==> config.mk <==
export PLATFORM = sky130hd
export DESIGN_NAME = mem_port_arbiter
export DESIGN_NICKNAME = d
export VERILOG_FILES = /design/src/rtl/mem_port_arbiter.sv
export SDC_FILE = /design/constraint.sdc
export NUM_CORES = 1
export LEC_CHECK = 0
export ABC_AREA = 1
export BUFFER_PORTS_ARGS = -buffer_cell sky130_fd_sc_hd__buf_2
export CORE_AREA = 2 2 106 108
export DETAILED_ROUTE_END_ITERATION = 10
export DIE_AREA = 0 0 108 110
export HOLD_SLACK_MARGIN = 0.05
export PLACE_DENSITY_LB_ADDON = 0.25
export SLEW_MARGIN = 10
export SYNTH_ARGS = -nofsm -noshare
export SYNTH_HDL_FRONTEND = slang
export SYNTH_SLANG_ARGS = --single-unit
==> constraint.sdc <==
create_clock -name clock -period 3.35 [get_ports clock]
set_clock_uncertainty 0.1 [all_clocks]
set_input_delay 0 -clock clock [delete_from_list [all_inputs] [get_ports clock]]
set_output_delay 0 -clock clock [all_outputs]
set_load 0.02 [all_outputs]
==> src/rtl/mem_port_arbiter.sv <==
// Two-requester round-robin arbiter for one memory port; one transaction in flight (IDLE/ISSUE/WAIT/DONE).
// Optional macro MEM_PORT_ARBITER_LOCK_EN lets the owner re-win the port right after DONE for atomic RMW.
module mem_port_arbiter #(
  parameter int ADDR_W = 32,
  parameter int DATA_W = 32,
  parameter int RD_LAT = 2
) (
  input  logic                  clock,
  input  logic                  rst_n,
  input  logic [1:0]            req,
  input  logic [1:0]            req_we,
  input  logic [2*ADDR_W-1:0]   req_addr,
  input  logic [2*DATA_W-1:0]   req_wdata,
  input  logic [1:0]            lock,
  output logic [1:0]            gnt,
  output logic [1:0]            rsp_valid,
  output logic [DATA_W-1:0]     rsp_data,
  output logic                  mem_en,
  output logic                  mem_we,
  output logic [ADDR_W-1:0]     mem_addr,
  output logic [DATA_W-1:0]     mem_wdata,
  input  logic [DATA_W-1:0]     mem_rdata,
  output logic                  busy
);

  typedef enum logic [1:0] {IDLE, ISSUE, WAIT, DONE} state_t;

  state_t            state_q, state_d;
  logic              owner_q, owner_d;
  logic              last_owner_q, last_owner_d;
  logic              we_q, we_d;
  logic [ADDR_W-1:0] addr_q, addr_d;
  logic [DATA_W-1:0] wdata_q, wdata_d;
  logic [DATA_W-1:0] rdata_q, rdata_d;
  logic [2:0]        cnt_q, cnt_d;
  logic              win;
  logic              locked;

`ifdef MEM_PORT_ARBITER_LOCK_EN
  logic hold_q, hold_d;
`else
  logic unused_lock;
  assign unused_lock = ^lock;
`endif

  always_comb begin
    state_d      = state_q;
    owner_d      = owner_q;
    last_owner_d = last_owner_q;
    we_d         = we_q;
    addr_d       = addr_q;
    wdata_d      = wdata_q;
    rdata_d      = rdata_q;
    cnt_d        = cnt_q;
    gnt          = 2'b00;
    rsp_valid    = 2'b00;
    mem_en       = 1'b0;
    mem_we       = 1'b0;
    locked       = 1'b0;
`ifdef MEM_PORT_ARBITER_LOCK_EN
    hold_d       = hold_q;
    locked       = hold_q & req[owner_q];
`endif

    // Both requesting: the one that did not win last time; otherwise whoever asks.
    if (req == 2'b01)      win = 1'b0;
    else if (req == 2'b10) win = 1'b1;
    else                   win = ~last_owner_q;
    if (locked)            win = owner_q;

    unique case (state_q)
      IDLE: begin
`ifdef MEM_PORT_ARBITER_LOCK_EN
        hold_d = 1'b0;
`endif
        if (|req) begin
          gnt[win]     = 1'b1;
          owner_d      = win;
          last_owner_d = locked ? last_owner_q : win;
          we_d         = req_we[win];
          addr_d       = win ? req_addr[2*ADDR_W-1:ADDR_W]  : req_addr[ADDR_W-1:0];
          wdata_d      = win ? req_wdata[2*DATA_W-1:DATA_W] : req_wdata[DATA_W-1:0];
          state_d      = ISSUE;
        end
      end
      ISSUE: begin
        mem_en = 1'b1;
        mem_we = we_q;
        if (we_q) begin
          state_d = DONE;
        end else begin
          cnt_d   = 3'(RD_LAT - 1);
          state_d = WAIT;
        end
      end
      WAIT: begin
        if (cnt_q == 3'd0) begin
          rdata_d = mem_rdata;
          state_d = DONE;
        end else begin
          cnt_d = cnt_q - 3'd1;
        end
      end
      DONE: begin
        rsp_valid[owner_q] = 1'b1;
`ifdef MEM_PORT_ARBITER_LOCK_EN
        hold_d = lock[owner_q] & req[owner_q];
`endif
        state_d = IDLE;
      end
      default: state_d = IDLE;
    endcase

    // gnt is combinational from req, so keep it quiet while reset is held.
    gnt = gnt & {2{rst_n}};
  end

  always_ff @(posedge clock or negedge rst_n) begin
    if (!rst_n) begin
      state_q      <= IDLE;
      owner_q      <= 1'b0;
      last_owner_q <= 1'b1;
      we_q         <= 1'b0;
      addr_q       <= '0;
      wdata_q      <= '0;
      rdata_q      <= '0;
      cnt_q        <= 3'd0;
`ifdef MEM_PORT_ARBITER_LOCK_EN
      hold_q       <= 1'b0;
`endif
    end else begin
      state_q      <= state_d;
      owner_q      <= owner_d;
      last_owner_q <= last_owner_d;
      we_q         <= we_d;
      addr_q       <= addr_d;
      wdata_q      <= wdata_d;
      rdata_q      <= rdata_d;
      cnt_q        <= cnt_d;
`ifdef MEM_PORT_ARBITER_LOCK_EN
      hold_q       <= hold_d;
`endif
    end
  end

  assign mem_addr  = addr_q;
  assign mem_wdata = wdata_q;
  assign rsp_data  = rdata_q;
  assign busy      = (state_q != IDLE);

endmodule
## After elaboration in Yosys (flattened, before gate mapping)

Index checks and enable logic that the tools add are counted.

| word-level totals | value |
|---|---|
| flip-flop bits (word level) | 104 |
| input port bits | 168 |

| operators by class | value |
|---|---|
| $add $sub $neg | 1 |
| magnitude comparators | 4 |
| equality and inequality tests | 9 |
| multiplexer cells | 22 |
| bitwise operators | 2 |
| reduce and logical (&&, ||, !) cells | 11 |

Operators by type and width:

| cell | count |
|---|---|
| 32-bit 2-to-1 mux | 2 |
| 2-bit 2-to-1 mux | 5 |
| 1-bit 2-to-1 mux | 9 |
| 2-bit inequality test (second input constant) | 4 |
| 2-bit one-hot mux with 4 select lines | 1 |
| 2-bit equality test (second input constant) | 3 |
| 3-bit 2-to-1 mux | 2 |
| 3-bit one-hot mux with 2 select lines | 1 |
| 2-bit AND reduction | 3 |
| 2-bit by 1-bit equality test with 1-bit output (second input constant) | 2 |
| 1-bit by 2-bit < comparator with 1-bit output (second input constant) | 2 |
| 2-bit nonzero test | 2 |
| 3-bit logical NOT | 1 |
| 3-bit AND reduction | 1 |
| 3-bit by 1-bit subtractor with 3-bit output (second input constant) | 1 |
| 2-bit AND | 1 |
| 1-bit demux with 1-bit select | 2 |
| 1-bit greater-or-equal comparator (second input constant) | 2 |
| 1-bit logical AND | 2 |
| 2-bit logical NOT | 1 |
| 2-bit OR reduction | 1 |
| 1-bit inverter | 1 |

## Longest topological paths before layout

| depth | value |
|---|---|
| word-level depth | 10 |
| depth in mapped cells | 9 |
| depth with buffers taken out | 8 |

## Worst setup path after synthesis

OpenSTA, ideal clock, no wires.

| path | value |
|---|---|
| path type | flip-flop to output port |
| start point | reg state_q[0] |
| end point | out gnt[0] |
| arrival time | 1.494 ns |
| required time | 3.250 ns |
| slack | 1.756 ns |
| cell stages (with the launch flop) | 9 |
| path buffers | 2 |
| cells stage by stage | dfrtp_1 -> inv_1 -> ha_1 -> nand2_1 -> inv_2 -> buf_4 -> buf_4 -> nand2_1 -> nor2_1 |

| on the way | value |
|---|---|
| cells in the longest elaborated chain, start to end | 3 |

Ends and longest elaborated chain:

| element | line | text |
|---|---|---|
| start, declared | 28 | `state_t state_q, state_d;` |
| start signal, assigned | 132 | `state_q <= state_d;` |
| 2-bit logical NOT | 71 | `unique case (state_q)` |
| 2-bit 2-to-1 mux | 71 |  |
| 2-bit AND | 115 | `gnt = gnt & {2{rst_n}};` |
| end, declared | 15 | `output logic [1:0] gnt,` |

No other way between the ends.

## Worst setup path in the final report

| path | value |
|---|---|
| start point | reg state_q[0] |
| end point | reg wdata_q[27] (netlist: mem_wdata[27]) |

| on the way | value |
|---|---|
| cells in the longest elaborated chain, start to end | 2 |

Ends and longest elaborated chain:

| element | line | text |
|---|---|---|
| 2-bit logical NOT | 71 |  |
| 2-bit AND reduction (no line) | n/a |  |
| end signal, assigned | 137 | `wdata_q <= wdata_d;` |
| end, declared | 33 | `logic [DATA_W-1:0] wdata_q, wdata_d;` |

No other way between the ends.
A chain may end at the register's enable or synchronous reset.

==> metrics.txt <==
status=finished clean; Total GRT Usage=29.3%; root buffer cell=clkbuf_8; Core Region=10700 um2; Post-Syn Area=4800 um2; HP Class=primary input to asynchronous set/reset pin; RSZ-0062 raised after global routing=no; largest net degree at the start of global routing=67; max cap viols=0; CP Data Arrival Time=2.91 ns; number of global-route vias before repair=5810; most common cell in the netlist=nand3_1; first-pass GRT wire length=27.6 mm; vias=5828; FP Rows=38; most frequent cells after synthesis=198 x nand3_1, 194 x nand2_1, 103 x dfrtp_1, 18 x buf_4, 17 x buf_2; Crit-path slowest cell=dlygate4sd3_1; Post-DP Area=6130 um2; R2R depth=9; Post-Synthesis Net Count=750; post-route ant nets=0; Most Frequent Cell on Critical Path=nand2_1; setup repair bufs after CTS=0; initial antenna violation count=0; Critical path origin=state_q[0]$_DFFE_PN0P_; Primary FF master, synth=dfrtp_1; aggregate global routing overflow=0; Max Slew Vio Count=0; Clk Latency, worst-skew pair=0.36 ns; drt initial violations=442; htree depth=3; Num Clock Sinks=104; Post-layout nets=1160; initial core utilization=44.8%; EDFF count, synth=0; Worst path max stage delay=0.56 ns; Num CTS Buffers=9; GPL Wtd Cong=0.789; Avg Inst Size Synth=8.34 um2; post-synthesis register bit count=104; PD cells=868 nW/um2; worst-margin pin slew=0.784 ns; worst r2r dst=mem_wdata[27]$_DFFE_PN0P_; Worst-path clk slew=0.10 ns; DRC=0; die width=108 um; Worst setup EP type=register; ys async rst share=100%; post-route cell area=8020 um2; Post-Synthesis Cells=575; clk buf depth=2; LEAKAGE=0.00439 uW; setup TNS=0 ns; R2R Setup Slk=0.65 ns; # IOs=271; layout cells sized above 1=30.2%; CP Cell Sequence=inv_1 > ha_1 > nand2_1 > inv_2 > nor2_4 > buf_12 > nand2_1 > nand3_1 > dlygate4sd3_1; Yosys warning total=0; Critical Path RT=3.56 ns; Synth area leader=dfrtp_1; Wirelength per Cell=15.6 um; Hold Fails Final Rpt=0; Detailed Place HPWL=9.98 mm; highest ir drop seen on vdd=0.000473 V; synth top area cells=dfrtp_1 54%, nand3_1 21%, nand2_1 15%, buf_4 2.8%, ha_1 1.8%; share of the synthesized area in the top cell type=53.7%; Die Height=110 um; Crit Path Category=register to register; diodes inserted=0; Vias per Instance=5.16; DRT Wirelength=17.6 mm; Buffers on Ports=268; clock period minus final worst setup slack=2.70 ns; die area=11900 um2; Distinct cells, synth=17; Reg2Reg Launch Point=state_q[0]$_DFFE_PN0P_; crit-path max FO=41; CP Launch Type=register; post-synthesis sequential area ratio=54.3%; Area growth syn-to-layout=67.3%; slew margin rel.=47.8%; setup violators final=0; CTS tree=built; DRT Pass-1 Iters=6; fmax=371 MHz; crit share post-route=80.5%
[worst max-delay path, delay by kind of cell (launching register included)]
family	cells	cell delay, ns
flops	1	0.42
fa+ha+maj	1	0.25
simple gates	4	0.84
buf+inv	4	1.02
[flip-flops by register name, indices dropped and copies added, names as in the netlist]
name and count:
mem_wdata 32, cnt_q 3, last_owner_q 1, mem_addr 32, state_q 2, owner_q 1, we_q 1, rsp_data 32
[layout by cell type (no fill, tap or decap)]
cell type	instances
buf_12	1
o21ai_0	3
dfstp_2	1
nand3b_1	1
inv_2	4
ha_1	7
inv_1	15
nand4_1	1
buf_4	7
bufinv_16	2
nand2_1	192
dlygate4sd3_1	165
nand2_4	1
nor2_1	5
nor2_4	1
nor3_1	1
buf_2	267
clkinv_4	1
dfrtp_1	103
nand3_1	198
nand2_2	1
clkinv_2	2
clkbuf_8	11
[stage by stage]
stage               hold slack (ns)  power (uW)  std cells  utilization, %  worst slack, ns
finish                       0.0678        6970       1130            75.0            0.653
global route                  0.108        7440       1130            75.0            0.439
CTS                          0.0814        6870       1130            74.9            0.701
detailed placement          -0.0711        5210        949            57.3             1.25
global placement            -0.0738        5110        949            57.3             1.28
floorplan                    -0.396        4210        575               -             1.76
[metal layers]
metal / wire, um / track usage [%] / up-vias / share of wire, %
met3: 1450 / 6.58 / 51 / 8.2
met2: 8990 / 51.4 / 305 / 51
met1: 6650 / 34.6 / 2764 / 38
met5: 0 / 0 / - / 0
met4: 548 / 13.1 / 0 / 3.1
li1: - / - / 2708 / -
[worst max-delay path by stage]
stage | endpoint | slack, ns | depth (start not counted)
after floorplan | gnt[0] | 1.76 | 8
after global placement | last_owner_q$_DFFE_PN1P_ | 1.28 | 8
after detailed placement | mem_addr[17]$_DFFE_PN0P_ | 1.25 | 8
after CTS | mem_addr[17]$_DFFE_PN0P_ | 0.70 | 9
after global routing | mem_addr[8]$_DFFE_PN0P_ | 0.44 | 9
final | mem_wdata[27]$_DFFE_PN0P_ | 0.65 | 9
[cell families after synthesis]
kind of cell | Yosys count | synth area share [%]
AND/OR/NAND/NOR | 401 | 36.9
flip-flops | 104 | 54.3
buffers and inverters | 60 | 6.70
adder cells (fa/ha/maj) | 7 | 1.83
AO/OA/AOI/OAI | 3 | 0.313
[power by group]
group | internal, uW | switching (uW)
Clock | 461 | 432
Combinational | 1640 | 2250
Sequential | 1850 | 334
Total | 3950 | 3020
[cell type report]
class	count	area, um2
inverters	19	71.3
well taps	140	175
clock buffers	11	151
repair buffers	440	3060
multi-input cells	411	1880
fillers	766	2680
flip-flops and latches	104	2600
clock inverters	5	78.8
[what timing repair did]
| action | in CTS | in global routing |
|---|---|---|
| endpoints found under the setup margin | 0 | 0 |
| hold buffers | 165 | 0 |
| hold endpoints to repair | 143 | 0 |
| resized for setup | 0 | 0 |
Power figures use the tool's default switching activity.
